$ cat config.mk
export PLATFORM = sky130hd
export DESIGN_NAME = fetch_unit
export DESIGN_NICKNAME = d
export VERILOG_FILES = /design/src/rtl/fetch_unit_pkg.sv /design/src/rtl/fetch_unit_out_buf.sv /design/src/rtl/fetch_unit.sv
export SDC_FILE = /design/constraint.sdc
export NUM_CORES = 1
export LEC_CHECK = 0
export CORE_MARGIN = 2
export CORE_UTILIZATION = 43
export DETAILED_ROUTE_END_ITERATION = 7
export PLACE_DENSITY_LB_ADDON = 0.25
export SLEW_MARGIN = 10
export SYNTH_ARGS = -nofsm -noshare
export SYNTH_HDL_FRONTEND = slang
export SYNTH_SLANG_ARGS = --single-unit
$ cat constraint.sdc
create_clock -name clk -period 3.3 [get_ports clk]
set_input_delay 0.495 -clock clk [delete_from_list [all_inputs] [get_ports clk]]
set_output_delay 0.495 -clock clk [all_outputs]
set_load 0.02 [all_outputs]
$ cat src/rtl/fetch_unit_pkg.sv
// Shared state encoding, constants and address helpers for the instruction fetch unit.
package fetch_unit_pkg;

    typedef enum logic [1:0] {
        ST_IDLE = 2'd0,
        ST_REQ  = 2'd1,
        ST_WAIT = 2'd2,
        ST_DROP = 2'd3
    } fetch_state_e;

    localparam logic [31:0] PC_STEP          = 32'd4;
    localparam logic [31:0] RESET_PC_DEFAULT = 32'h0000_0000;
    localparam int unsigned BUF_W            = 64;

    function automatic logic [31:0] word_align(input logic [31:0] addr);
        return {addr[31:2], 2'b00};
    endfunction

    function automatic logic is_misaligned(input logic [31:0] addr);
        return (addr[1:0] != 2'b00);
    endfunction

endpackage

$ cat src/rtl/fetch_unit_out_buf.sv
// One-entry output buffer holding {pc, instruction} for decode.
module fetch_out_buf
    import fetch_unit_pkg::*;
(
    input  logic             clk,
    input  logic             rst,
    input  logic             load,
    input  logic             clear,
    input  logic             consume,
    input  logic [BUF_W-1:0] load_data,
    output logic             valid,
    output logic [BUF_W-1:0] data
);

    logic             valid_r;
    logic [BUF_W-1:0] data_r;

    // Buffer occupancy and payload; a redirect clear outranks a load, a load outranks a consume.
    always_ff @(posedge clk or posedge rst) begin
        if (rst) begin
            valid_r <= 1'b0;
            data_r  <= {BUF_W{1'b0}};
        end else if (clear) begin
            valid_r <= 1'b0;
        end else if (load) begin
            valid_r <= 1'b1;
            data_r  <= load_data;
        end else if (consume) begin
            valid_r <= 1'b0;
        end else begin
            valid_r <= valid_r;
        end
    end

    assign valid = valid_r;
    assign data  = data_r;

endmodule

$ cat src/rtl/fetch_unit.sv
// Instruction fetch unit: single outstanding request, redirect handling, one-entry output buffer.
module fetch_unit
    import fetch_unit_pkg::*;
#(
    parameter logic [31:0] RESET_PC = RESET_PC_DEFAULT
) (
    input  logic        clk,
    input  logic        rst,
    input  logic        take_branch,
    input  logic [31:0] branch_target,
    input  logic        jump,
    input  logic [31:0] jump_target,
    output logic        imem_req_valid,
    input  logic        imem_req_ready,
    output logic [31:0] imem_req_addr,
    input  logic        imem_rsp_valid,
    input  logic [31:0] imem_rsp_data,
    output logic        if_valid,
    output logic [31:0] if_instr,
    output logic [31:0] if_pc,
    input  logic        if_ready,
    output logic        misaligned_err
);

    fetch_state_e     state_r;
    logic [31:0]      pc_r;
    logic             mis_err_r;

    logic             redirect_s;
    logic [31:0]      tgt_s;
    logic             consume_s;
    logic             load_s;
    logic             buf_valid_s;
    logic [BUF_W-1:0] buf_data_s;

    // Redirect selection: a resolved branch outranks a jump.
    always_comb begin
        redirect_s = take_branch | jump;
        if (take_branch) begin
            tgt_s = branch_target;
        end else begin
            tgt_s = jump_target;
        end
    end

    // Buffer handshakes; a response arriving with a redirect is stale and never loaded.
    always_comb begin
        consume_s = buf_valid_s & if_ready;
        if ((state_r == ST_WAIT) && imem_rsp_valid && !redirect_s) begin
            load_s = 1'b1;
        end else begin
            load_s = 1'b0;
        end
    end

    // Fetch sequencer: state, pc and the misalignment pulse.
    always_ff @(posedge clk or posedge rst) begin
        if (rst) begin
            state_r   <= ST_IDLE;
            pc_r      <= RESET_PC;
            mis_err_r <= 1'b0;
        end else if (redirect_s) begin
            pc_r      <= word_align(tgt_s);
            mis_err_r <= is_misaligned(tgt_s);
            // An accepted but unanswered request must be drained in DROP before reissuing.
            case (state_r)
                ST_IDLE: state_r <= ST_REQ;
                ST_REQ: begin
                    if (imem_req_ready) state_r <= ST_DROP;
                    else                state_r <= ST_REQ;
                end
                ST_WAIT: begin
                    if (imem_rsp_valid) state_r <= ST_REQ;
                    else                state_r <= ST_DROP;
                end
                ST_DROP: begin
                    if (imem_rsp_valid) state_r <= ST_REQ;
                    else                state_r <= ST_DROP;
                end
                default: state_r <= ST_IDLE;
            endcase
        end else begin
            mis_err_r <= 1'b0;
            case (state_r)
                ST_IDLE: begin
                    if (!buf_valid_s || consume_s) state_r <= ST_REQ;
                    else                           state_r <= ST_IDLE;
                end
                ST_REQ: begin
                    if (imem_req_ready) state_r <= ST_WAIT;
                    else                state_r <= ST_REQ;
                end
                ST_WAIT: begin
                    if (imem_rsp_valid) begin
                        state_r <= ST_IDLE;
                        pc_r    <= pc_r + PC_STEP;
                    end else begin
                        state_r <= ST_WAIT;
                    end
                end
                ST_DROP: begin
                    if (imem_rsp_valid) state_r <= ST_REQ;
                    else                state_r <= ST_DROP;
                end
                default: state_r <= ST_IDLE;
            endcase
        end
    end

    fetch_out_buf u_out_buf (
        .clk       (clk),
        .rst       (rst),
        .load      (load_s),
        .clear     (redirect_s),
        .consume   (consume_s),
        .load_data ({pc_r, imem_rsp_data}),
        .valid     (buf_valid_s),
        .data      (buf_data_s)
    );

    assign imem_req_valid = (state_r == ST_REQ);
    assign imem_req_addr  = pc_r;
    assign if_valid       = buf_valid_s;
    assign if_instr       = buf_data_s[31:0];
    assign if_pc          = buf_data_s[63:32];
    assign misaligned_err = mis_err_r;

endmodule
==> metrics.md, run 1 <==
| Metric | Value |
|---|---|
| Most frequent cells after synthesis | dfrtp_1 (96), mux2_2 (54), nand2_1 (46) |
| Largest cells by area after synthesis | dfrtp_1 (50%), mux2_2 (13%), a21oi_1 (3.9%) |
| Most frequent cell after synthesis | dfrtp_1 |
| # diodes | 0 |
| Area delta synth->final | 47.5% |
| Worst EP arrival | 1620 ps |
| Slew Limit Fails | 0 |
| Post-Syn Area per Cell | 10.8 um^2 |
| Tot GR Track Use | 23.2% |
| VDD IR max | approximately 0.22 mV |
| Initial Utilization | 44.3% |
| FFs w/ async S/R, synth | 100% |
| Met3 Use GR | 6.22% |
| Avg WL per Cell | around 18 um |
| Status | completed |
| Sequential-to-total area share from yosys stat | 49.8% |
| Antenna violations before repair | 0 |
| Number of H-tree levels | 3 |
| IO Port Bufs | 197 |
| Clock Sinks | 96 |
| Critical Path RT | 2800 ps |
| Most used DFF post-synth | dfrtp_1 |
| DR pass1 iterations | 5 |
| Post-route setup TNS | 0 ps |
| Number of I/O pins | ~200 |
| Pin count of the biggest net entering global routing | just under 100 |
| CP Capture Type | primary output |
| Design Area, Final | 7120 um^2 |
| Ys Warns | 0 |
| Worst-path clk slew | 90 ps |
| Max Cap Viol | 0 |
| ANT nets after route | 0 |
| First-pass GRT wire length | 21.3 mm |
| Die height | 110 um |
| Layer with the highest usage | met2 |
| Layout Skew | between 9 and 10 ps |
| DRC | 0 |
| Worst-Margin Slew | 611 ps |
| Static Leak | 3.05 nW |
| RSZ-0062 raised after global routing | false |
| CTS tree | built |
| Number of buffers inserted by hold repair at cts | 0 |
| EDFF count, synth | 0 |
| Clock Latency Late Sink | 360 ps |
| Layout cell share with drive strength beyond 1 | between 10% and 20% |
| Dpl cell area | between 6000 and 7000 um^2 |
| Die footprint | 12100 um^2 |
| Final worst-path cycle share | 64.0% |
| Total wire length | between 10 and 15 mm |
| M1 GR Usage | 28.4% |
| Slew margin rel. | about three fifths |
| Clock buffer count from CTS | 9 |
| Top cell type's share of synthesized area | 49.8% |
| Post-DP HPWL | between 10 and 15 mm |
| Startpoint types | flop |
| Routing usage on met2 | 38.5% |
| Yosys cell types | 61 |
| Nets | 743 |
| Filler Cell Count | between 800 and 900 |
| Buffer depth of the longest clock path | 2 |
| Final hold vios | 0 |
| Vias in the first global route | 4206 |
| Width of the chip | between 100 and 150 um |
| Core Rows | 38 |
| Post-CTS Setup Inserts | 0 |
| Mapped Cells | 448 |
| Min-delay worst type | reg2reg |
| CTS resizes | 0 |
| PD cells | ~440 nW/um^2 |
| Initial DRC count | 155 |
| Crit Path Class | reg2out |
| Vias per cell | 5.47 |
| Clock root buffer | clkbuf_8 |
| Seq cells post-synth | 96 |
| Final Critical Period | 2110 ps |
| Core Area | between 10000 and 15000 um^2 |
| Yosys top cell by area | dfrtp_1 |
| Final setup fails | 0 |
| Remaining Overflow, GRT | 0 |
| Crit-path max FO | 5 |
| Via count | 4288 |
| Gpl congestion | 0.844 |
| Synthesized area | 4820 um^2 |
| Max frequency | 473 MHz |
==> per-stage QoR <==
step | std cells | hold slack (ps) | total power [mW] | util [%] | setup slack [ps]
2_1_floorplan | 451 | 565 | 1.83 | - | 300
6_report | 784 | 489 | 3.14 | 65.4 | 1190
5_1_grt | 784 | 516 | 3.30 | 65.4 | 1090
4_1_cts | 784 | 498 | 3.17 | 65.4 | 1170
3_3_place_gp | 768 | 466 | 2.28 | 63.3 | 874
3_5_place_dp | 768 | 475 | 2.30 | 63.3 | 850
==> power by group <==
part | switching, mW | internal (mW)
clock | 0.416 | 0.455
sequential | 0.125 | 1.30
combinational | 0.385 | 0.456
==> layout by cell type, fill, tap and decap left out, drive strengths merged, types with 4 or more instances in the layout <==
cell type        n
clkdlybuf4s50  196
dfrtp           96
mux2            62
nand2           47
a21oi           38
o21ai           29
nor2            22
a31oi           13
nand3           12
clkbuf          11
buf              9
and3             8
and2             8
nor3             7
nand4            7
inv              7
nor4             6
xor2             5
o22a             4
o21a             4
conb             4
and4             4
==> cells by family after synthesis <==
logic type	after synthesis	synth area share, %
AND/OR/NAND/NOR	134	15.3
AO/OA/AOI/OAI	110	13.9
flip-flops	96	49.8
multiplexers	64	14.9
buffers and inverters	34	4.31
XOR/XNOR	8	1.45
adder cells (fa/ha/maj)	1	0.259
other	1	0.0777
==> path summary, 6_finish.rpt <==
path	endpoint	cells past startpoint	from	slack (ps)
max	imem_req_valid	2	state_r[0]	1190
min	u_out_buf.data[56]	1	u_out_buf.data[56]	490
max reg2reg	imem_req_addr[29]	5	imem_req_addr[7]	1210
min reg2reg	u_out_buf.data[56]	1	u_out_buf.data[56]	490
max in group asynchronous	imem_req_addr[20]	3	rst	2320
min in group asynchronous	u_out_buf.data[7]	3	rst	600
==> worst max-delay path, stage by stage, from the launching register on <==
cell and delay [ps]:
dfrtp_1 400, nor2b_1 220, clkdlybuf4s50_1 640
==> per-layer routing <==
layer / part of all wire [%] / vias to the layer above
li1: - / 2005
met1: 41 / 2042
met2: 46 / 213
met3: 10 / 28
met4: 2.6 / 0
met5: 0 / -
==> sequential cells by signal (all words and copies together) (netlist names) <==
signal           flops
u_out_buf.data      62
imem_req_addr       30
state_r              2
misaligned_err       1
u_out_buf.valid      1
==> cell type report <==
cell class / count / area, um^2 / area share [%]
inverter: 6 / 25.0 / 0.352
clock inverter: 5 / 86.3 / 1.21
timing repair buffer: 205 / 2050 / 28.8
tap: 140 / 175 / 2.46
multi-input combinational: 321 / 2230 / 31.4
clock buffer: 11 / 141 / 1.99
sequential: 96 / 2400 / 33.8
(Power assumes the default switching activity.)
==> inputs of run 2 (changes only) <==
--- a/config.mk
+++ b/config.mk
@@ -6,7 +6,7 @@
 export NUM_CORES = 1
 export LEC_CHECK = 0
 export CORE_MARGIN = 2
-export CORE_UTILIZATION = 43
+export CORE_UTILIZATION = 39
 export DETAILED_ROUTE_END_ITERATION = 7
 export PLACE_DENSITY_LB_ADDON = 0.25
 export SLEW_MARGIN = 10
==> constraint.sdc (replaced) <==
create_clock -name clk -period 1.7 [get_ports clk]
set_input_delay 0.255 -clock clk [delete_from_list [all_inputs] [get_ports clk]]
set_output_delay 0.255 -clock clk [all_outputs]
set_load 0.02 [all_outputs]
==> run 2 against run 1 <==
  * The run now ends with setup timing left
  * Hold slack worse by 170 ps
  * Die area grew 9.9%
  * Power is 120% higher
  * Critical path depth up 4
  * Largest power group unchanged
  * Sequential share of layout area shrank 3.9 points
  * Cell area up 14%
  * Via count grew 7.6%
  * Clock skew decreased by 5.5 ps
  * Setup slack lost 1200 ps
  * Clock power grew to 2.5 times the previous value
  * Flip-flop and latch count unchanged
==> metrics.md, run 2 (synthesis results as in run 1) <==
| Metric | Value |
|---|---|
| Min-delay worst type | in2async (was reg2reg) |
| Psw | 1.93 mW (was 927 uW) |
| Die footprint | 13300 um^2 (was 12100 um^2) |
| Startpoint types | flop (unchanged) |
| Width of the chip | 115 um (was 110 um) |
| Capturing point of the worst reg2reg path | imem_req_addr[28] (was imem_req_addr[29]) |
| Antenna violations before repair | 0 (unchanged) |
| ANT nets after route | 0 (unchanged) |
| Core Area | 12100 um^2 (was 10900 um^2) |
| Clock share of power | 32.1% (was 27.7%) |
| Avg WL per Cell | 17.4 um (was 17.8 um) |
| CP most frequent cell | a311oi_1 |
| CP max stage cell | dfrtp_1 (was clkdlybuf4s50_1) |
| Crit-path max FO | 4 (was 5) |
| Final setup fails | 3 (was 0) |
| Largest register FFs | 62 (unchanged) |
| Number of buffers inserted by hold repair at cts | 0 (unchanged) |
| Final Critical Period | 1740 ps |
| VDD IR max | 0.553 mV (was 0.224 mV) |
| Static Leak | 3.71 nW (was 3.05 nW) |
| Area delta synth->final | 67.5% (was 47.5%) |
| RSZ-0062 raised after global routing | true (was false) |
| Design Area, Final | 8080 um^2 (was 7120 um^2) |
| PD cells | 841 nW/um^2 (was 441 nW/um^2) |
| Tot GR Track Use | 23.6% (was 23.2%) |
| Clock Sinks | 96 (unchanged) |
| Via count | 4613 (was 4288) |
| Number of H-tree levels | 3 (unchanged) |
| CP delay by family, top | simple AND/OR/NAND/NOR gates (was buffers and inverters) |
| Hold slack | 317 ps (was 489 ps) |
| Reg2reg start | imem_req_addr[2] (was imem_req_addr[7]) |
| Buffer depth of the longest clock path | 2 (unchanged) |
| Worst-path cell chain | ha_2 -> nand4_1 -> nor2_2 -> and3_4 -> a311oi_1 -> a311oi_1 (was nor2b_1 -> clkdlybuf4s50_1) |
| Worst setup margin | -39.4 ps (was 1190 ps) |
| Post-DP HPWL | 11.9 mm (was 10.2 mm) |
| Initial Utilization | 40.0% (was 44.3%) |
| Die height | 115 um (was 110 um) |
| Critical Path RT | 1940 ps (was 2800 ps) |
| Max frequency | 575 MHz |
| Critical path's largest stage delay | 400 ps (was 640 ps) |
| IO Port Bufs | 197 (unchanged) |
| Vias in the first global route | 4689 (was 4206) |
| Worst EP arrival | 1980 ps (was 1620 ps) |
| Layout cell share with drive strength beyond 1 | 28.8% (was 14.6%) |
| Core Rows | 40 (was 38) |
| Max Cap Viol | 0 (unchanged) |
| Finished Layout Cells | 897 (was 784) |
| Nets | 828 (was 743) |
| Int Pwr | 4.87 mW (was 2.21 mW) |
| Total wire length | 15.6 mm (was 13.9 mm) |
| Clock root buffer | clkbuf_16 (was clkbuf_8) |
| Post-route setup TNS | -83.0 ps (was 0 ps) |
| Slew margin rel. | 62.2% (was 59.0%) |
| Status | complete, but fails checks (was completed) |
| Final worst-path cycle share | 102% |
| Violations in the final reports | setup timing |
| Switching share of power | 28.4% (was 29.5%) |
| Dpl cell area | 7570 um^2 (was 6890 um^2) |
| Initial DRC count | 255 (was 155) |
| Worst-Margin Slew | 565 ps (was 611 ps) |
| Slew Limit Fails | 0 (unchanged) |
| Gpl congestion | 0.876 (was 0.844) |
| Final hold vios | 0 (unchanged) |
| CP Capture Type | flop (was primary output) |
| Crit Path Class | reg2reg (was reg2out) |
| Clock Latency Late Sink | 340 ps (was 360 ps) |
| Commonest non-fill, non-tap cells in the layout | clkdlybuf4s50_1 (167), dfrtp_1 (89), buf_4 (85) (was clkdlybuf4s50_1 (196), dfrtp_1 (96), mux2_2 (54)) |
| R2R Setup Slk | -40 ps (was 1210 ps) |
| Worst-path clk slew | 70 ps (was 90 ps) |
| Layout Skew | 4.15 ps (was 9.62 ps) |
| First-pass GRT wire length | 24.2 mm (was 21.3 mm) |
| Bufs and invs on worst path | 0 (was 1) |
| Pin count of the biggest net entering global routing | 34 (was 97) |
| Worst reg2reg path depth | 6 (was 5) |
| Commonest non-fill, non-tap cell in the layout | clkdlybuf4s50_1 (unchanged) |
| Remaining Overflow, GRT | 0 (unchanged) |
| DR pass1 iterations | 4 (was 5) |
| CTS tree | built (unchanged) |
| Tot Pwr | 6.80 mW (was 3.14 mW) |
| Vias per cell | 5.14 (was 5.47) |
| Clock buffer count from CTS | 9 (unchanged) |
| Number of I/O pins | 202 (unchanged) |
| DP Cell Count | 872 (was 768) |
| # diodes | 0 (unchanged) |
| Comb pwr share | 27.9% (was 26.8%) |
| DRC | 0 (unchanged) |
| Flop pwr share | 40.0% (was 45.5%) |
run 2: area by class of cell:
class	instances	area, um^2
clock buffers	11	243
clock inverters	5	80.1
fillers	967	3980
inverters	6	26.3
multi-input cells	321	2380
flip-flops and latches	96	2410
well taps	168	210
repair buffers	290	2730
run 2: worst register-to-register path, delay by kind of cell, from the launching register on:
kind	cells	cell delay, ps
AOI/OAI and AO/OA	2	370
adders and majority gates	1	220
DFF	1	400
and+or+nand+nor	3	650
run 2: power groups by stage:
stage | logic (mW) | registers [mW] | clock network (mW)
floorplan | 0.495 | 3.07 | 0
global placement | 1.87 | 2.74 | 0
detailed placement | 1.91 | 2.76 | 0
CTS | 1.88 | 2.72 | 2.24
global route | 2.03 | 2.75 | 2.33
finish | 1.90 | 2.72 | 2.18
run 2: worst max-delay path by stage:
stage / startpoint / end / slack (ps) / cells after the start
3_5_place_dp: imem_rsp_valid / u_out_buf.data[16] / -330 / 5
4_1_cts: state_r[0] / u_out_buf.data[7] / -4 / 4
5_1_grt: imem_req_addr[2] / imem_req_addr[9] / -110 / 7
3_3_place_gp: imem_rsp_valid / u_out_buf.data[8] / -290 / 5
2_1_floorplan: imem_req_addr[7] / imem_req_addr[21] / -100 / 5
6_report: imem_req_addr[2] / imem_req_addr[28] / -40 / 6
run 2: stage by stage:
| stage | worst slack (ps) | utilization (%) |
|---|---|---|
| finish | -39.4 | 67.0 |
| global route | -105 | 67.0 |
| CTS | -3.65 | 65.5 |
| detailed placement | -332 | 62.8 |
| global placement | -285 | 62.8 |
| floorplan | -95.8 | - |
run 2: routing by layer:
metal | global-route usage (%) | vias to the layer above | share of wire [%]
met2 | 39.2 | 186 | 50
met1 | 30.3 | 2225 | 41
met5 | 0 | - | 0
met4 | 10.4 | 0 | 2.1
met3 | 4.16 | 26 | 6.8
li1 | - | 2176 | -
run 2: repair_timing:
item | CTS | global route
resized for setup | 27 | 37
setup buffers | 1 | 8
pin swaps | 3 | 19
endpoints found under the setup margin | 28 | 75
==> inputs of run 3 (changes only) <==
--- a/config.mk
+++ b/config.mk
@@ -9,6 +9,7 @@
 export CORE_UTILIZATION = 39
 export DETAILED_ROUTE_END_ITERATION = 7
 export PLACE_DENSITY_LB_ADDON = 0.25
+export SKIP_CTS_REPAIR_TIMING = 1
 export SLEW_MARGIN = 10
 export SYNTH_ARGS = -nofsm -noshare
 export SYNTH_HDL_FRONTEND = slang
==> run 3 against run 2 <==
  * The flow still finishes with violations (setup timing)
  * Routed wire length fell by 0.38%
  * Flip-flop and latch count did not move
  * Combinational power barely moved
  * Critical endpoint is now imem_req_addr[29]
==> metrics.md, run 3 (synthesis results as in run 1) <==
| Metric | Value |
|---|---|
| Status | complete, but fails checks (unchanged) |
| Violations in the final reports | setup timing (unchanged) |
| Post-route setup TNS | -69.5 ps (was -83.0 ps) |
| Top sig layer | met4 (unchanged) |
| First-pass GRT wire length | 24.0 mm (was 24.2 mm) |
| Vias per cell | 5.13 (was 5.14) |
| Tot GR Track Use | 23.4% (was 23.6%) |
| Vias in the first global route | 4680 (was 4689) |
| Wl on met1 | 6.49 mm (was 6.44 mm) |
| Clock buffer count from CTS | 9 (unchanged) |
| Die footprint | 13300 um^2 (unchanged) |
| Met2 wire length | 7.70 mm (was 7.82 mm) |
| VDD IR max | 0.541 mV (was 0.553 mV) |
| Register area | 2410 um^2 (about the same) |
| Slew margin rel. | 62.9% (was 62.2%) |
| Worst-Margin Slew | 555 ps (was 565 ps) |
| Via count | 4594 (was 4613) |
| Core Rows | 40 (unchanged) |
| RSZ-0062 raised after global routing | true (unchanged) |
| Filler Cell Count | 950 (was 967) |
| Post-DP HPWL | 11.9 mm (unchanged) |
| ANT nets after route | 0 (unchanged) |
| Final worst-path cycle share | 103% (was 102%) |
| Width of the chip | 115 um (unchanged) |
| Capturing point of the worst reg2reg path | imem_req_addr[29] (was imem_req_addr[28]) |
| Final Critical Period | 1740 ps (about the same) |
| Final setup fails | 2 (was 3) |
| PD cells | 839 nW/um^2 (was 841 nW/um^2) |
| Number of H-tree levels | 3 (unchanged) |
| IO Port Bufs | 197 (unchanged) |
| Bufs and invs on worst path | 2 (was 0) |
| Max Cap Viol | 0 (unchanged) |
| Worst setup margin | -44.4 ps (was -39.4 ps) |
| Total wire length | 15.6 mm (about the same) |
| Critical Path RT | 1960 ps (was 1940 ps) |
| Pin count of the biggest net entering global routing | 34 (unchanged) |
| Setup crit start | imem_req_addr[3] (was imem_req_addr[2]) |
| R2R Setup Slk | -40 ps (about the same) |
| Number of I/O pins | 202 (unchanged) |
| Clock Sinks | 96 (unchanged) |
| Tot Pwr | 6.83 mW (was 6.80 mW) |
| CTS tree | built (unchanged) |
| Largest register FFs | 62 (unchanged) |
| Layout cell share with drive strength beyond 1 | 28.2% (was 28.8%) |
| Avg WL per Cell | 17.4 um (about the same) |
| Startpoint types | flop (unchanged) |
| Area delta synth->final | 68.8% (was 67.5%) |
| # diodes | 0 (unchanged) |
| Crit-path max FO | 4 (unchanged) |
| Layout Skew | 4.55 ps (was 4.15 ps) |
| Worst-path cell chain | buf_6 -> nand4_1 -> nor3_1 -> buf_4 -> and3_4 -> nand4_1 -> a221oi_2 (was ha_2 -> nand4_1 -> nor2_2 -> and3_4 -> a311oi_1 -> a311oi_1) |
| Antenna violations before repair | 0 (unchanged) |
| Met3 routed WL | 1.08 mm (was 1.06 mm) |
| Worst-path clk slew | 70 ps (about the same) |
| DRC | 0 (unchanged) |
| Hold slack | 311 ps (was 317 ps) |
| Critical Path End | imem_req_addr[29] (was imem_req_addr[28]) |
| Max frequency | 573 MHz (was 575 MHz) |
| Initial DRC count | 252 (was 255) |
| CP max stage cell | dfrtp_2 (was dfrtp_1) |
| DR pass1 iterations | 4 (unchanged) |
| Gpl congestion | 0.876 (unchanged) |
| Commonest non-fill, non-tap cells in the layout | clkdlybuf4s50_1 (167), dfrtp_1 (86), buf_4 (82) (was clkdlybuf4s50_1 (167), dfrtp_1 (89), buf_4 (85)) |
| Nets | 827 (was 828) |
| CP most frequent cell | nand4_1 (was a311oi_1) |
| Min-delay worst type | in2async (unchanged) |
| Buffer depth of the longest clock path | 2 (unchanged) |
| Worst EP arrival | 2000 ps (was 1980 ps) |
| Clock root buffer | clkbuf_16 (unchanged) |
| Static Leak | 3.91 nW (was 3.71 nW) |
| Crit Path Class | reg2reg (unchanged) |
| Die height | 115 um (unchanged) |
| Area occupied by multi-input gates | 2350 um^2 (was 2380 um^2) |
| Final hold vios | 0 (unchanged) |
| Slew Limit Fails | 0 (unchanged) |
| Reg2reg start | imem_req_addr[3] (was imem_req_addr[2]) |
| Commonest non-fill, non-tap cell in the layout | clkdlybuf4s50_1 (unchanged) |
| Worst reg2reg path depth | 7 (was 6) |
| Critical path's largest stage delay | 420 ps (was 400 ps) |
| Stages on the worst setup path | 7 (was 6) |
| Clock Latency Late Sink | 340 ps (about the same) |
| CP delay by family, top | simple AND/OR/NAND/NOR gates (unchanged) |
| Initial Utilization | 40.0% (unchanged) |
| CP Capture Type | flop (unchanged) |
| Remaining Overflow, GRT | 0 (unchanged) |
| Core Area | 12100 um^2 (unchanged) |
## run 3: worst min-delay path by stage
stage | slack (ps) | start | end
floorplan | 350 | imem_rsp_valid | state_r[1]
global placement | 470 | u_out_buf.data[3] | u_out_buf.data[3]
detailed placement | 470 | u_out_buf.data[57] | u_out_buf.data[57]
CTS | 330 | rst | imem_req_addr[21]
global route | 360 | rst | imem_req_addr[21]
finish | 310 | rst | imem_req_addr[13]
## run 3: routing by layer
layer	vias to the layer above	global-route usage, %
met2	183	38.7
met4	0	10.2
met1	2220	30.2
li1	2168	-
met5	-	0
met3	23	4.06
## run 3: metrics by stage
stage | cells | util (%) | setup slack [ps] | area [um^2]
3_5_place_dp | 872 | 62.8 | -332 | 7570
4_1_cts | 888 | 65.5 | -211 | 7900
2_1_floorplan | 451 | - | -95.8 | 4870
6_report | 896 | 67.5 | -44.4 | 8150
3_3_place_gp | 872 | 62.8 | -285 | 7570
5_1_grt | 896 | 67.5 | -116 | 8150
## run 3: cell type report
cell class,count,area share (%)
clock buffer,11,2.98
sequential,96,29.6
tap,168,2.58
clock inverter,5,0.983
timing repair buffer,289,34.6
inverter,6,0.323
multi-input combinational,321,28.9
## run 3: power by group
group | internal (mW) | leakage, nW | switching (mW)
sequential | 2.54 | 1.26 | 0.181
combinational | 1.04 | 2.50 | 0.888
clock | 1.33 | 0.152 | 0.861
